### config.mk
export PLATFORM = sky130hd
export DESIGN_NAME = memory_arbiter
export DESIGN_NICKNAME = d
export VERILOG_FILES = /design/src/rtl/cpu_types_pkg.sv /design/src/rtl/arb_perf_ctr.sv /design/src/rtl/memory_arbiter.sv
export SDC_FILE = /design/constraint.sdc
export NUM_CORES = 1
export LEC_CHECK = 0
export ABC_AREA = 1
export CORE_MARGIN = 2
export CORE_UTILIZATION = 35
export DETAILED_ROUTE_END_ITERATION = 6
export PLACE_DENSITY_LB_ADDON = 0.05
export SKIP_LAST_GASP = 1
export SLEW_MARGIN = 30
export SYNTH_ARGS = -nofsm -noshare
export SYNTH_HDL_FRONTEND = slang
export SYNTH_SLANG_ARGS = --single-unit
### constraint.sdc
create_clock -name CLK -period 4 [get_ports CLK]
set_input_delay 0.8 -clock CLK [delete_from_list [all_inputs] [get_ports CLK]]
set_output_delay 0.8 -clock CLK [all_outputs]
set_load 0.01 [all_outputs]
### src/rtl/cpu_types_pkg.sv
// Shared CPU types: data word, RAM handshake state and memory arbiter FSM state.
package cpu_types_pkg;

  typedef logic [31:0] word_t;

  typedef enum logic [1:0] {
    FREE   = 2'd0,
    BUSY   = 2'd1,
    ACCESS = 2'd2,
    ERROR  = 2'd3
  } ramstate_t;

  typedef enum logic [1:0] {
    IDLE = 2'd0,
    IBUS = 2'd1,
    DBUS = 2'd2
  } arb_state_t;

  localparam int ARB_TIMEOUT_W = 8;

endpackage

### src/rtl/arb_perf_ctr.sv
// Hit and stall statistics counters for the memory arbiter (built only with MEM_ARB_STATS_EN).
module arb_perf_ctr (
  input  logic        clk_i,
  input  logic        rst_i,
  input  logic        ihit_i,
  input  logic        dhit_i,
  input  logic        req_i,
  output logic [31:0] icnt_o,
  output logic [31:0] dcnt_o,
  output logic [31:0] stallcnt_o
);

  logic [31:0] icnt_q, dcnt_q, stall_q;
  logic [31:0] icnt_d, dcnt_d, stall_d;

  always_comb begin
    icnt_d  = icnt_q + {31'd0, ihit_i};
    dcnt_d  = dcnt_q + {31'd0, dhit_i};
    stall_d = stall_q + {31'd0, (req_i && !ihit_i && !dhit_i)};
  end

  always_ff @(posedge clk_i) begin
    if (rst_i) begin
      icnt_q  <= '0;
      dcnt_q  <= '0;
      stall_q <= '0;
    end else begin
      icnt_q  <= icnt_d;
      dcnt_q  <= dcnt_d;
      stall_q <= stall_d;
    end
  end

  assign icnt_o     = icnt_q;
  assign dcnt_o     = dcnt_q;
  assign stallcnt_o = stall_q;

endmodule

### src/rtl/memory_arbiter.sv
// Single-port RAM arbiter between instruction fetch and data memory; data has priority
// with a fetch starvation guard. Define MEM_ARB_STATS_EN to add icnt/dcnt/stallcnt outputs.
module memory_arbiter
  import cpu_types_pkg::*;
#(
  parameter int WORD_W      = 32,
  parameter int MAX_DSTREAK = 4,
  parameter int TIMEOUT     = 255
) (
  input  logic              CLK,
  input  logic              RST,
  input  logic              iREN,
  input  logic [WORD_W-1:0] iaddr,
  output logic              ihit,
  output logic [WORD_W-1:0] iload,
  input  logic              dREN,
  input  logic              dWEN,
  input  logic [WORD_W-1:0] daddr,
  input  logic [WORD_W-1:0] dstore,
  output logic              dhit,
  output logic [WORD_W-1:0] dload,
  output logic              ramREN,
  output logic              ramWEN,
  output logic [WORD_W-1:0] ramaddr,
  output logic [WORD_W-1:0] ramstore,
  input  logic [WORD_W-1:0] ramload,
  input  ramstate_t         ramstate,
  output logic              err
`ifdef MEM_ARB_STATS_EN
  ,
  output logic [31:0]       icnt,
  output logic [31:0]       dcnt,
  output logic [31:0]       stallcnt
`endif
);

  localparam int STRK_W = $clog2(MAX_DSTREAK + 1);

  arb_state_t               state_q, state_d;
  logic [WORD_W-1:0]        addr_q, addr_d;
  logic [WORD_W-1:0]        store_q, store_d;
  logic                     rd_q, rd_d;
  logic                     wr_q, wr_d;
  logic [STRK_W-1:0]        streak_q, streak_d;
  logic [ARB_TIMEOUT_W-1:0] tmo_q, tmo_d;
  logic                     tmo_hit, bus_fail, fetch_forced;

  assign tmo_hit      = (tmo_q == ARB_TIMEOUT_W'(TIMEOUT));
  assign bus_fail     = (ramstate == ERROR) || tmo_hit;
  assign fetch_forced = iREN && (streak_q >= STRK_W'(MAX_DSTREAK));

  always_comb begin
    state_d  = state_q;
    addr_d   = addr_q;
    store_d  = store_q;
    rd_d     = rd_q;
    wr_d     = wr_q;
    streak_d = streak_q;
    tmo_d    = '0;
    ihit     = 1'b0;
    dhit     = 1'b0;
    err      = 1'b0;
    unique case (state_q)
      IDLE: begin
        if ((dREN || dWEN) && !fetch_forced) begin
          state_d = DBUS;
          addr_d  = daddr;
          store_d = dstore;
          wr_d    = dWEN;
          rd_d    = !dWEN;
          if (!iREN)
            streak_d = '0;
          else if (streak_q < STRK_W'(MAX_DSTREAK))
            streak_d = streak_q + 1'b1;
        end else if (iREN) begin
          state_d  = IBUS;
          addr_d   = iaddr;
          store_d  = '0;
          rd_d     = 1'b1;
          wr_d     = 1'b0;
          streak_d = '0;
        end
      end
      IBUS: begin
        if (bus_fail) begin
          err     = 1'b1;
          state_d = IDLE;
        end else if (!iREN) begin
          state_d = IDLE;
        end else if (ramstate == ACCESS) begin
          ihit    = 1'b1;
          state_d = IDLE;
        end else begin
          tmo_d = tmo_q + 1'b1;
        end
      end
      DBUS: begin
        // A flushed read may be dropped; a latched write must run to completion.
        if (bus_fail) begin
          err     = 1'b1;
          state_d = IDLE;
        end else if (rd_q && !dREN) begin
          state_d = IDLE;
        end else if (ramstate == ACCESS) begin
          dhit    = 1'b1;
          state_d = IDLE;
        end else begin
          tmo_d = tmo_q + 1'b1;
        end
      end
      default: state_d = IDLE;
    endcase
  end

  always_ff @(posedge CLK) begin
    if (RST) begin
      state_q  <= IDLE;
      addr_q   <= '0;
      store_q  <= '0;
      rd_q     <= 1'b0;
      wr_q     <= 1'b0;
      streak_q <= '0;
      tmo_q    <= '0;
    end else begin
      state_q  <= state_d;
      addr_q   <= addr_d;
      store_q  <= store_d;
      rd_q     <= rd_d;
      wr_q     <= wr_d;
      streak_q <= streak_d;
      tmo_q    <= tmo_d;
    end
  end

  // RAM enables are Moore outputs of the registered state and latched op.
  assign ramREN   = (state_q == IBUS) || ((state_q == DBUS) && rd_q);
  assign ramWEN   = (state_q == DBUS) && wr_q;
  assign ramaddr  = addr_q;
  assign ramstore = store_q;
  assign iload    = ihit ? ramload : '0;
  assign dload    = dhit ? ramload : '0;

`ifdef MEM_ARB_STATS_EN
  arb_perf_ctr u_perf (
    .clk_i      (CLK),
    .rst_i      (RST),
    .ihit_i     (ihit),
    .dhit_i     (dhit),
    .req_i      (iREN || dREN || dWEN),
    .icnt_o     (icnt),
    .dcnt_o     (dcnt),
    .stallcnt_o (stallcnt)
  );
`endif

endmodule

==> results by group <==
Power and ir drop
  • Worst-case vdd ir drop: roughly 0.00021 V
  • LEAKAGE: 0.00271 µW
  • PD cells: around 350 nW/µm²

Detailed routing
  • Drt via density: between 4 and 5
  • Met3 WL: 938 µm
  • Final wirelength: between 10 and 15 mm
  • Routed vias: 4328
  • Pre-antenna DRT Iters: 4
  • Metal2 WL: around 6.5 mm
  • Initial DRC count: 240
  • Wire length on met1: 5.61 mm
  • Routed len/inst: 14.5 µm
  • Top Metal Used: met4
  • Remaining antenna violation count: 0
  • Remaining DRCs: 0

GRT
  • GRT Total Usage: 0.229
  • GR Overflow Total: 0
  • Initial antenna violation count: 0
  • First-pass GRT wire length: 20.7 mm
  • Largest net degree at the start of global routing: 37
  • Vias in the first global route: 4141

Timing
  • Worst rel slew slack: 0.385
  • RSZ-0062 raised after global routing: no
  • Max Slew Vio Count: 0
  • Final hold viol count: 0
  • Worst-Margin Slew: ~0.92 ns
  • Period utilization: 0.861
  • Clock Skews: approximately 0.013 ns
  • WHS: 0.450 ns
  • Final TNS setup: 0 ns
  • F_max: between 200 and 300 MHz
  • Min Tclk post-route: 3.44 ns
  • Final setup violating endpoints: 0

Layout
  • Synth-to-Final Area Change: 79.9%
  • Post-route cell area: 6550 µm²
  • Layout cells sized above 1: 0.0370
  • Nets@finish: 921
  • Antenna diode count: 0

Clock tree
  • TritonCTS Sinks: 79
  • Max H-tree Level: 3
  • CTS resizes: 0
  • CTS tree: done
  • Latest clock arrival within the worst-skew pair: 0.34 ns
  • Clk buf depth: 2
  • Post-CTS Repair Setup Buffers: 0
  • CTS buffer count: 9
  • Cts hold-fix bufs: 0
  • Clk slew on worst S/H paths: around 0.08 ns
  • Root Driver: clkbuf_8

Placement
  • Detailed placement HPWL: 9.81 mm
  • Area after DPL: 6350 µm²
  • Gpl congestion: 0.853
  • Number of I/O port buffers: roughly 270

Floorplan
  • Die height: 106 µm
  • Die W: 106 µm
  • Die Footprint: between 10000 and 15000 µm²
  • IO Pins: 268
  • Cell row count: 37
  • Initial Util: 0.356
  • CORE AREA: 10200 µm²

Synth
  • Share of synthesized registers carrying an async set or reset: 0
  • Flops & latches, synth: between 70 and 80
  • Avg Cell Area, Syn: 6.89 µm²
  • Number of flops mapped to enable cells by yosys: 0
  • Distinct cells, synth: 26
  • Syn Nets: 669
  • Main flop type after synthesis: dfxtp_1
  • Sequential-to-total area share from yosys stat: 0.435
  • Post-Syn Area: 3640 µm²
  • Cell count after synthesis: 528
  • Syn. warnings: 0

Setup path
  • FF-to-FF path depth: 6
  • CP Capture Type: output port
  • Worst Setup SP: ramstate[1]
  • CP max FO: 33
  • Reg2Reg Setup Slack: about 2.3 ns
  • Critical path type: in -> out
  • Critical path startpoint category: input pin
  • Reg-to-reg startpoint: state_q[0]$_SDFFE_PP0P_
  • Critical Path End: dload[25]
  • CP Data Required Time: between 3 and 4 ns
  • R2r endpoint: ramaddr[15]$_SDFFE_PP0P_
  • WP data arrival: 2.64 ns

Worst hold path
  • Hold Crit Class: reg -> reg

Run
  • Max-cap violations: 0

Run status
  • Status: complete, no violations
metrics by stage:
step / cells / power [µW] / util / setup slack (ns)
after floorplan: 528 / 1280 / - / 1.53
after global placement: 905 / 1660 / 0.621 / 0.567
after detailed placement: 905 / 1680 / 0.621 / 0.551
after CTS: 920 / 2280 / 0.640 / 0.537
after global routing: 920 / 2390 / 0.640 / 0.391
final: 920 / 2260 / 0.640 / 0.555
state kept, by name, summed over array words and instances (netlist names):
register and flops:
wr_q 1, rd_q 1, streak_q 3, ramstore 32, ramaddr 32, state_q 2, tmo_q 8
logic make-up after synthesis:
| family | after synthesis | synth area share |
|---|---|---|
| AO/OA/AOI/OAI | 140 | 0.196 |
| XOR/XNOR | 4 | 0.00963 |
| adder cells (fa/ha/maj) | 6 | 0.0206 |
| buffers and inverters | 85 | 0.103 |
| flip-flops | 79 | 0.435 |
| AND/OR/NAND/NOR | 214 | 0.236 |
synthesized netlist by cell type (2+ instances only):
library cell,count,area share
clkbuf_1,13,0.013
nand3_1,6,0.0083
dfxtp_1,79,0.43
nor2_1,77,0.079
buf_2,12,0.017
nand2_1,119,0.12
inv_2,3,0.0031
o21ai_0,28,0.039
buf_6,4,0.012
nand4_1,4,0.0069
buf_4,3,0.0062
a21oi_1,103,0.14
o21ai_1,7,0.0096
inv_1,50,0.052
xor2_1,3,0.0072
nor3b_1,2,0.0041
ha_1,6,0.021
layer usage:
metal	up-vias	global-route usage
met4	0	0.0724
met1	1969	0.266
li1	2176	-
met2	162	0.410
met3	21	0.0595
met5	-	0
worst min-delay path by stage:
stage / start / end / slack, ns / depth (start not counted)
2_1_floorplan: tmo_q[0]$_SDFF_PP0_ / tmo_q[0]$_SDFF_PP0_ / 0.42 / 1
3_3_place_gp: tmo_q[0]$_SDFF_PP0_ / tmo_q[0]$_SDFF_PP0_ / 0.43 / 1
3_5_place_dp: tmo_q[0]$_SDFF_PP0_ / tmo_q[0]$_SDFF_PP0_ / 0.44 / 1
4_1_cts: tmo_q[0]$_SDFF_PP0_ / tmo_q[0]$_SDFF_PP0_ / 0.45 / 1
5_1_grt: ramstore[9]$_SDFFE_PP0P_ / ramstore[9]$_SDFFE_PP0P_ / 0.49 / 2
6_report: tmo_q[0]$_SDFF_PP0_ / tmo_q[0]$_SDFF_PP0_ / 0.45 / 1
cell usage in the layout, fill, tap and decap left out, drive strengths merged:
master	count
ha	6
xnor2	1
nor3b	2
inv	53
clkdlybuf4s50	267
clkinvlp	1
a21o	1
bufinv	1
clkinv	2
dfxtp	79
clkbuf	11
xor2	3
a21oi	103
nor3	2
or2	1
o21ai	36
buf	6
nor2	78
nand3	7
nand2	120
nand4	4
cell type report:
class,count,area (µm²)
Timing Repair Buffer,273,2720
Multi-Input combinational cell,364,1680
Fill cell,894,3680
Tap cell,136,170
Inverter,53,199
Clock inverter,4,55.1
Clock buffer,11,141
Sequential cell,79,1580
critical path: stages:
cell	delay, ns
clkdlybuf4s50_1	0.40
inv_1	0.14
o21ai_1	0.12
nor3_2	0.16
nand3_2	0.08
buf_4	0.24
nor2_1	0.14
clkdlybuf4s50_1	0.55
power by group:
part	leakage, µW	switching [µW]	internal [µW]
clock network	0.0000960	296	306
logic	0.00197	350	374
registers	0.000652	50.0	883
total	0.00271	696	1560
No activity file was read; power rests on OpenSTA's default activity.
